$ cat config.mk
export PLATFORM = sky130hd
export DESIGN_NAME = nor4x2_tester_flat
export DESIGN_NICKNAME = d
export VERILOG_FILES = /design/src/rtl/mantle_test_pkg.sv /design/src/rtl/nor4x2_tester_if.sv /design/src/rtl/nor4x2_tester_resp_sync.sv /design/src/rtl/nor4x2_tester.sv /design/src/flat_wrapper.sv
export SDC_FILE = /design/constraint.sdc
export NUM_CORES = 1
export LEC_CHECK = 0
export ABC_AREA = 1
export BUFFER_PORTS_ARGS = -buffer_cell sky130_fd_sc_hd__buf_2
export CORE_MARGIN = 3
export CORE_UTILIZATION = 51
export CTS_CLUSTER_DIAMETER = 200
export DETAILED_ROUTE_END_ITERATION = 10
export GPL_TIMING_DRIVEN = 0
export PLACE_DENSITY = 0.75
export SLEW_MARGIN = 15
export SYNTH_ARGS = -nofsm -noshare
export SYNTH_HDL_FRONTEND = slang
export SYNTH_SLANG_ARGS = --single-unit
export TNS_END_PERCENT = 20
$ cat constraint.sdc
create_clock -name CLK -period 1.3 [get_ports CLK]
set_clock_uncertainty 0.15 [all_clocks]
set_input_delay 0.065 -clock CLK [delete_from_list [all_inputs] [get_ports CLK]]
set_output_delay 0.065 -clock CLK [all_outputs]
set_load 0.01 [all_outputs]
$ cat src/rtl/mantle_test_pkg.sv
// Shared types and helpers for the NOr4x2 gate-array self-test driver.
// Holds the FSM state encoding, counter width and the expected-response function.
package mantle_test_pkg;

  typedef enum logic [2:0] {
    IDLE  = 3'd0,
    DRIVE = 3'd1,
    WAIT  = 3'd2,
    CHECK = 3'd3,
    FIN   = 3'd4
  } tester_state_t;

  localparam int ERRCNT_W  = 8;
  localparam int MAX_WIDTH = 4;

  // Per-lane 4-input NOR of a J1-packed stimulus; lanes at or above width read as 0.
  function automatic logic [MAX_WIDTH-1:0] nor4_expect(
    input logic [4*MAX_WIDTH-1:0] stim,
    input int                     width
  );
    logic [MAX_WIDTH-1:0] lanes;
    lanes = '0;
    for (int k = 0; k < MAX_WIDTH; k++) begin
      if (k < width) begin
        lanes[k] = ~(stim[k] | stim[width+k] | stim[2*width+k] | stim[3*width+k]);
      end
    end
    return lanes;
  endfunction

endpackage

$ cat src/rtl/nor4x2_tester_if.sv
// Board-facing bundle of the self-test driver: control, gate lanes and results.
// master = tester side, slave = board / environment side.
interface nor4x2_tester_if
  import mantle_test_pkg::*;
#(
  parameter int WIDTH = 2
);

  // START is a one-cycle request with no ready: it is acted on only while STATE
  // is IDLE or FIN and ignored otherwise. PASS/ERRCNT/FIRST_FAIL are final while DONE=1.
  logic                  START;
  logic [4*WIDTH-1:0]    STIM;
  logic [WIDTH-1:0]      RESP;
  logic                  BUSY;
  logic                  DONE;
  logic                  PASS;
  logic [ERRCNT_W-1:0]   ERRCNT;
  logic [4*WIDTH-1:0]    FIRST_FAIL;
  tester_state_t         STATE;

  modport master (
    input  START, RESP,
    output STIM, BUSY, DONE, PASS, ERRCNT, FIRST_FAIL, STATE
  );

  modport slave (
    output START, RESP,
    input  STIM, BUSY, DONE, PASS, ERRCNT, FIRST_FAIL, STATE
  );

endinterface

$ cat src/rtl/nor4x2_tester_resp_sync.sv
// Two-flop synchronizer bringing the gate's response lanes into the CLK domain.
module resp_sync #(
  parameter int WIDTH = 2
) (
  input  logic             clk,
  input  logic             rst,
  input  logic [WIDTH-1:0] i_resp,
  output logic [WIDTH-1:0] o_resp_sync
);

  logic [WIDTH-1:0] r_meta;
  logic [WIDTH-1:0] r_sync;

  always_ff @(posedge clk or posedge rst) begin
    if (rst) begin
      r_meta <= '0;
      r_sync <= '0;
    end else begin
      r_meta <= i_resp;
      r_sync <= r_meta;
    end
  end

  assign o_resp_sync = r_sync;

endmodule

$ cat src/rtl/nor4x2_tester.sv
// Self-test driver for the NOr4x2 gate array: walks every input vector, waits for
// the response to settle, compares it with the per-lane NOR and records the results.
module nor4x2_tester
  import mantle_test_pkg::*;
#(
  parameter int WIDTH  = 2,
  parameter int SETTLE = 3
) (
  input  logic             CLK,
  input  logic             RESET,
  nor4x2_tester_if.master  bus
);

  localparam int SW = 4 * WIDTH;
  localparam int TW = $clog2(SETTLE);

  tester_state_t         r_state;
  logic [SW-1:0]         r_vec;
  logic [TW-1:0]         r_timer;
  logic [SW-1:0]         r_stim;
  logic                  r_busy;
  logic                  r_done;
  logic                  r_pass;
  logic [ERRCNT_W-1:0]   r_errcnt;
  logic [SW-1:0]         r_first_fail;
  logic                  r_fail_seen;

  logic [WIDTH-1:0]        w_resp_sync;
  logic [4*MAX_WIDTH-1:0]  w_stim_ext;
  logic [MAX_WIDTH-1:0]    w_resp_ext;
  logic [MAX_WIDTH-1:0]    w_exp;
  logic                    w_mismatch;
  logic [ERRCNT_W-1:0]     w_errcnt_next;

  resp_sync #(.WIDTH(WIDTH)) u_resp_sync (
    .clk         (CLK),
    .rst         (RESET),
    .i_resp      (bus.RESP),
    .o_resp_sync (w_resp_sync)
  );

  // Both sides are zero-extended to the widest gate so unused lanes compare equal.
  always_comb begin
    w_stim_ext             = '0;
    w_stim_ext[SW-1:0]     = r_stim;
    w_resp_ext             = '0;
    w_resp_ext[WIDTH-1:0]  = w_resp_sync;
  end

  assign w_exp         = nor4_expect(w_stim_ext, WIDTH);
  assign w_mismatch    = (w_resp_ext != w_exp);
  assign w_errcnt_next = (r_errcnt == '1) ? r_errcnt : r_errcnt + ERRCNT_W'(1);

  always_ff @(posedge CLK or posedge RESET) begin
    if (RESET) begin
      r_state      <= IDLE;
      r_vec        <= '0;
      r_timer      <= '0;
      r_stim       <= '0;
      r_busy       <= 1'b0;
      r_done       <= 1'b0;
      r_pass       <= 1'b0;
      r_errcnt     <= '0;
      r_first_fail <= '0;
      r_fail_seen  <= 1'b0;
    end else begin
      case (r_state)
        IDLE, FIN: begin
          if (bus.START) begin
            r_errcnt     <= '0;
            r_first_fail <= '0;
            r_fail_seen  <= 1'b0;
            r_done       <= 1'b0;
            r_pass       <= 1'b0;
            r_vec        <= '0;
            r_busy       <= 1'b1;
            r_state      <= DRIVE;
          end
        end
        DRIVE: begin
          r_stim  <= r_vec;
          r_timer <= TW'(SETTLE - 1);
          r_state <= WAIT;
        end
        WAIT: begin
          if (r_timer == '0) begin
            r_state <= CHECK;
          end else begin
            r_timer <= r_timer - TW'(1);
          end
        end
        CHECK: begin
          if (w_mismatch) begin
            r_errcnt <= w_errcnt_next;
            if (!r_fail_seen) begin
              r_first_fail <= r_stim;
              r_fail_seen  <= 1'b1;
            end
          end
          // PASS must reflect this final comparison as well as the earlier ones.
          if (r_vec == '1) begin
            r_busy  <= 1'b0;
            r_done  <= 1'b1;
            r_pass  <= !w_mismatch && (r_errcnt == '0);
            r_state <= FIN;
          end else begin
            r_vec   <= r_vec + SW'(1);
            r_state <= DRIVE;
          end
        end
        default: r_state <= IDLE;
      endcase
    end
  end

  assign bus.STIM       = r_stim;
  assign bus.BUSY       = r_busy;
  assign bus.DONE       = r_done;
  assign bus.PASS       = r_pass;
  assign bus.ERRCNT     = r_errcnt;
  assign bus.FIRST_FAIL = r_first_fail;
  assign bus.STATE      = r_state;

endmodule

$ cat src/flat_wrapper.sv
// flat-port wrapper written by rule: the top's interface ports become plain ports
module nor4x2_tester_flat import mantle_test_pkg::*;
#(
  parameter int WIDTH  = 2,
  parameter int SETTLE = 3
)
  (CLK, RESET, bus_START, bus_RESP, bus_STIM, bus_BUSY, bus_DONE, bus_PASS, bus_ERRCNT, bus_FIRST_FAIL, bus_STATE);
  nor4x2_tester_if #(.WIDTH(WIDTH)) bus_i ();
  input  logic CLK;
  input  logic RESET;
  input wire logic [$bits(bus_i.START)-1:0] bus_START;
  input wire logic [$bits(bus_i.RESP)-1:0] bus_RESP;
  output wire logic [$bits(bus_i.STIM)-1:0] bus_STIM;
  output wire logic [$bits(bus_i.BUSY)-1:0] bus_BUSY;
  output wire logic [$bits(bus_i.DONE)-1:0] bus_DONE;
  output wire logic [$bits(bus_i.PASS)-1:0] bus_PASS;
  output wire logic [$bits(bus_i.ERRCNT)-1:0] bus_ERRCNT;
  output wire logic [$bits(bus_i.FIRST_FAIL)-1:0] bus_FIRST_FAIL;
  output wire logic [$bits(bus_i.STATE)-1:0] bus_STATE;
  assign bus_i.START = bus_START;
  assign bus_i.RESP = bus_RESP;
  assign bus_STIM = bus_i.STIM;
  assign bus_BUSY = bus_i.BUSY;
  assign bus_DONE = bus_i.DONE;
  assign bus_PASS = bus_i.PASS;
  assign bus_ERRCNT = bus_i.ERRCNT;
  assign bus_FIRST_FAIL = bus_i.FIRST_FAIL;
  assign bus_STATE = bus_i.STATE;
  nor4x2_tester #(.WIDTH(WIDTH), .SETTLE(SETTLE)) u_core (.CLK(CLK), .RESET(RESET), .bus(bus_i));
endmodule
-- Yosys cells after proc, flatten, opt, wreduce, memory -nomap -nowiden
Index checks and enable logic that the tools add are counted.
- output and inout bits: 30
- logic and storage cells: 78
- flip-flop bits (word level): 45
- mux-type cells: 25
- reduce and logical (&&, ||, !) cells: 15
- add/sub/neg operators: 3
- bitwise logic cells: 8
- eq/ne operators: 15
- operators with widths (operator ; number):
    8-bit two-way mux ; 6
    8-bit case mux with 2 select lines ; 3
    8-bit by 1-bit adder with 8-bit output (second input constant) ; 2
    8-bit == test (second input constant) ; 2
    3-bit case mux with 4 select lines ; 1
    2-bit inequality test (second input constant) ; 5
    3-bit two-way mux ; 3
    3-bit AND reduction ; 3
    8-bit zero test ; 1
    1-bit case mux with 2 select lines ; 4
    4-bit AND reduction ; 2
    3-bit by 2-bit == test with 1-bit output (second input constant) ; 2
    1-bit two-way mux ; 6
    2-bit by 1-bit inequality test with 1-bit output (second input constant) ; 3
    1-bit bitwise OR ; 6
    2-bit case mux with 2 select lines ; 1
    2-bit AND reduction ; 2
    2-bit nonzero test ; 2
    3-bit by 1-bit == test with 1-bit output (second input constant) ; 1
    3-bit == test (second input constant) ; 1
    3-bit zero test ; 1
    2-bit zero test ; 1
    2-bit two-way mux ; 1
    2-bit inequality test ; 1
    other kinds (5) ; 6

-- Longest topological paths before layout
- depth in word-level cells: 9
- mapped depth: 9
- mapped depth without buffers: 9

-- Hierarchy
A second synthesis with hierarchy kept.
- cell total of the unflattened synthesis: 285
- area, all modules: 2326.0 um2
- modules (own cells, without submodules) (module ; area each (um2) ; cells an instance ; instances):
    nor4x2_tester ; 2222.1 ; 280 ; 1
    resp_sync ; 103.8 ; 5 ; 1

-- Worst setup path after synthesis
No wires, ideal clock.
- path kind: flip-flop to flip-flop
- start: register u_core.r_errcnt[0], in the netlist u_core.bus.ERRCNT[0]
- end: register u_core.r_errcnt[6], in the netlist u_core.bus.ERRCNT[6]
- path slack: -276 ps
- arrival time: 1361 ps
- period minus slack after synthesis: 1576 ps
- required time: 1085 ps
- stages on the path, launching flop included: 8
- cells stage by stage: dfrtp_1 ha_1 nand3_1 nor2_4 nand4_4 nand3_4 nand2_1 nand2_1
- longest elaborated chain between the ends: 4
- RTL lines (item ; line ; text):
    start: declaration ; nor4x2_tester.sv:24 ; logic [ERRCNT_W-1:0] r_errcnt;
    start signal: assignment ; nor4x2_tester.sv:94 ; r_errcnt <= w_errcnt_next;
    8-bit by 1-bit adder with 8-bit output ; nor4x2_tester.sv:52 ; assign w_errcnt_next = (r_errcnt == '1) ? r_errcnt : r_errcnt + ERRCNT_W'(1);
    8-bit two-way mux ; nor4x2_tester.sv:52 ;
    8-bit two-way mux ; nor4x2_tester.sv:93 ; if (w_mismatch) begin
    8-bit case mux with 2 select lines ; nor4x2_tester.sv:67 ; case (r_state)
Parallel ways exist; a longest one is shown, timed or not. The select of a mux whose other input is x is not followed.
A chain may end at the register's enable or synchronous reset.

-- Worst setup path after layout
- start: register u_core.r_stim[2], in the netlist u_core.bus.STIM[2]
- end: register u_core.r_pass, in the netlist u_core.bus.PASS
- longest elaborated chain between the ends: 9
- RTL lines (item ; line ; text):
    start: declaration ; nor4x2_tester.sv:20 ; logic [SW-1:0] r_stim;
    start signal: assignment ; nor4x2_tester.sv:81 ; r_stim <= r_vec;
    1-bit bitwise OR (3 in a row) ; mantle_test_pkg.sv:25 ; lanes[k] = ~(stim[k] | stim[width+k] | stim[2*width+k] | stim[3*width+k]);
    1-bit inverter ; mantle_test_pkg.sv:25 ;
    2-bit inequality test ; nor4x2_tester.sv:51 ; assign w_mismatch = (w_resp_ext != w_exp);
    1-bit zero test ; nor4x2_tester.sv:104 ; r_pass <= !w_mismatch && (r_errcnt == '0);
    1-bit logical AND ; nor4x2_tester.sv:104 ;
    1-bit two-way mux ; nor4x2_tester.sv:101 ; if (r_vec == '1) begin
    1-bit case mux with 2 select lines ; nor4x2_tester.sv:67 ;
    end signal: assignment ; nor4x2_tester.sv:104 ;
    end: declaration ; nor4x2_tester.sv:23 ; logic r_pass;
No other way between the ends. The select of a mux whose other input is x is not followed.

==> reports/metrics.csv <==
stage;metric;value;unit
finish;fin_nets;384;
logic_synthesis;ys_seq_area_share;47.4;%
logic_synthesis;synth_seq_cells;45;
run_status;status;complete, but fails checks;
cts;clkLatencyLatePin;0.30;ns
placement;dp_slack;-0.433;ns
timing;rsz0062_at_grt;yes;
pwr;p_total;5650;uW
logic_synthesis;synth.area.top_cells;dfrtp_1 47%, nand2_1 13%, inv_1 5.8%;
route;via_per_inst;5.54;
logic_synthesis;netlist_area;2380;sq um
placement;dpl.hpwl;3680;um
cts;numCtsBuffers;5;
finish;layout-drive-gt1-share;39.6;%
finish;diodes;0;
route;firstDrtPassIters;5;
finish;synthToLayoutAreaGrowth;37.9;%
die;die_h;74.3;um
worst_setup_path;worst-endpoint-arrival;1.75;ns
run;drv_cap;0;
cts;cts_htree_levels;2;
cts;cts_tree;yes;
timing;maxSlewViolCount;0;
route;drt_iter0_drc;183;
die;start_util;53.9;%
timing;fin_crit;1.66;ns
finish;layout_commonest_cell;nand2_1;
die;die_area;5520;sq um
logic_synthesis;yosys.area.top_type_share;47.4;%
timing;finalCritPeriodShare;128;%
global_route;grt_pass1_wl;10000;um
cts;clk_pin_slew_worst_paths;0.08;ns
cts;cts_buffer_depth;2;
logic_synthesis;yosysTopAreaCell;dfrtp_1;
worst_setup_path;end_kind;flip-flop;
logic_synthesis;synth_area_per_cell;8.09;sq um
worst_setup_path;critPathRequiredTime;1.39;ns
die;rows;24;
logic_synthesis;ys_warn_count;0;
placement;port_buffers;34;
finish;mostFrequentLayoutCells;75 x nand2_1, 38 x dfrtp_1, 35 x buf_2;
logic_synthesis;synthCells;294;
route;wl_per_cell;15.2;um
finish;finalNonFillerCells;428;
finish;register_area;1130;sq um
route;ant_nets;0;
timing;hold_viol;0;
timing;worstMarginPinSlew;0.313;ns
global_route;grt_max_degree;34;
logic_synthesis;syn_nets;303;
hold_path;hold_class;in2async;
global_route;antenna_found_initial;0;
route;wl;6530;um
placement;place_congestion;0.875;
worst_setup_path;worstSetupPathType;reg2reg;
die;core-area;4410;sq um
global_route;grt_usage;23.3;%
global_route;grt_pass1_vias;2198;
finish;finish.utilization;74.3;%
worst_setup_path;critical_path_peak_fanout;3;
timing;finalSetupViolCount;42;
finish;multiInputGateArea;1280;sq um
pwr;leakage;0.00175;uW
cts;clock-root-buffer;clkbuf_8;
logic_synthesis;synth_cell_type_count;32;
placement;placed_cells;381;
run_status;violations;negative setup slack;
worst_setup_path;cp-start-kind;flip-flop;
timing;max_slew_margin;79.2;%
timing;holdWs;0.0926;ns
route;drc;0;
finish;nFillCells;299;
timing;worst_slack;-0.365;ns
pwr;vdd_drop_max;0.00126;V
pwr;cellPowerDensity;1720;nW/um^2
die;die_w;74.3;um
die;boundaryPins;35;
cts;clock-sinks;45;
global_route;grt.overflow.total;0;
route;vias;2372;
timing;clock.fmax;601;MHz
-- final timing paths --
check                                                  startpoint                                           to  slack, ns  depth (start not counted)
setup / recovery                   u_core.bus.STIM[2]$_DFFE_PP0P_                  u_core.bus.PASS$_DFFE_PP0P_      -0.36                          9
hold / removal                                              RESET         u_core.bus.FIRST_FAIL[1]$_DFFE_PP0P_       0.09                          3
setup reg to reg                   u_core.bus.STIM[2]$_DFFE_PP0P_                  u_core.bus.PASS$_DFFE_PP0P_      -0.36                          9
hold reg to reg            u_core.u_resp_sync.r_meta[0]$_DFF_PP0_  u_core.u_resp_sync.o_resp_sync[0]$_DFF_PP0_       0.21                          0
max in group asynchronous                                   RESET                  u_core.r_vec[3]$_DFFE_PP0P_       0.44                          4
min in group CLK           u_core.u_resp_sync.r_meta[0]$_DFF_PP0_  u_core.u_resp_sync.o_resp_sync[0]$_DFF_PP0_       0.21                          0
-- kinds of logic after synthesis --
group                      Yosys count  share of synthesized area [%]
adders and majority gates            4                           2.11
xor gates and xnor gates             2                          0.737
AOI/OAI and AO/OA                   22                           5.32
and+or+nand+nor                    175                           35.9
DFF                                 45                           47.4
buffers and inverters               46                           8.53
-- layer usage --
layer / GRT usage (%) / vias up / routed length (um)
met4: 7.31 / 0 / 85
li1: - / 1108 / -
met1: 28.0 / 1139 / 2650
met3: 5.14 / 13 / 448
met2: 41.6 / 112 / 3340
met5: 0 / - / 0
-- Yosys cell counts --
library cell,n
nand3b_1,1
xnor2_1,1
buf_4,1
nand4_2,1
nor2_1,33
nand2_2,6
nor2_8,1
o21ai_2,4
nand3_4,1
nand3_1,20
nand2_4,1
nor4_1,1
nor2_2,1
a31oi_1,1
buf_2,3
nand4_4,1
xor2_1,1
or2_2,1
o21ai_0,12
nand4_1,17
o21ai_1,4
nor3_2,2
buf_6,3
ha_1,4
dfrtp_1,45
nor3b_1,2
nor2_4,1
inv_2,2
inv_1,37
a21oi_1,1
nand3_2,2
nand2_1,83
-- flip-flops by register name, indices dropped and copies added, names as in the netlist, 2 cells and up --
signal and cells:
u_core.bus.ERRCNT 8, u_core.bus.FIRST_FAIL 8, u_core.bus.STIM 8, u_core.r_vec 8, u_core.bus.STATE 3, u_core.r_timer 2
u_core.u_resp_sync.o_resp_sync 2, u_core.u_resp_sync.r_meta 2
-- final cells by class --
class                      instances  area share [%]
buffer                             7            1.98
clock buffer                       6            2.21
clock inverter                     2           0.305
inverter                          39            4.46
multi-input combinational        204            38.9
sequential                        45            34.6
tap                               52            1.98
timing repair buffer              73            15.5
-- worst max-delay path: stages (launching register included) --
cell     delay (ns)
dfrtp_1        0.42
nor2_2         0.18
nand2_1        0.09
nand2_2        0.11
buf_4          0.14
nand3_2        0.09
nor2_4         0.15
buf_4          0.13
nand3_1        0.07
nand2_1        0.08
-- stage by stage --
stage	instance area [sq um]	setup TNS, ns
6_report	3280	-9.43
5_1_grt	3280	-12.78
4_1_cts	3060	-7.33
3_5_place_dp	2640	-12.06
3_3_place_gp	2620	-35.83
2_1_floorplan	2390	-5.27
-- what timing repair did --
action | 4_1_cts | 5_1_grt
setup endpoints to repair | 41 | 41
hold endpoints to repair | 48 | 0
resized for setup | 28 | 41
cloned | 1 | 2
hold buffers | 4 | 0
buffers inserted | 20 | 12
pin swaps | 24 | 16
-- power breakdown --
| part | switching, uW | leakage [uW] | internal [uW] |
|---|---|---|---|
| Combinational | 1670 | 0.00112 | 1240 |
| Clock | 465 | 0.0000450 | 373 |
| Sequential | 259 | 0.000586 | 1640 |
No activity file was read; power rests on OpenSTA's default activity.
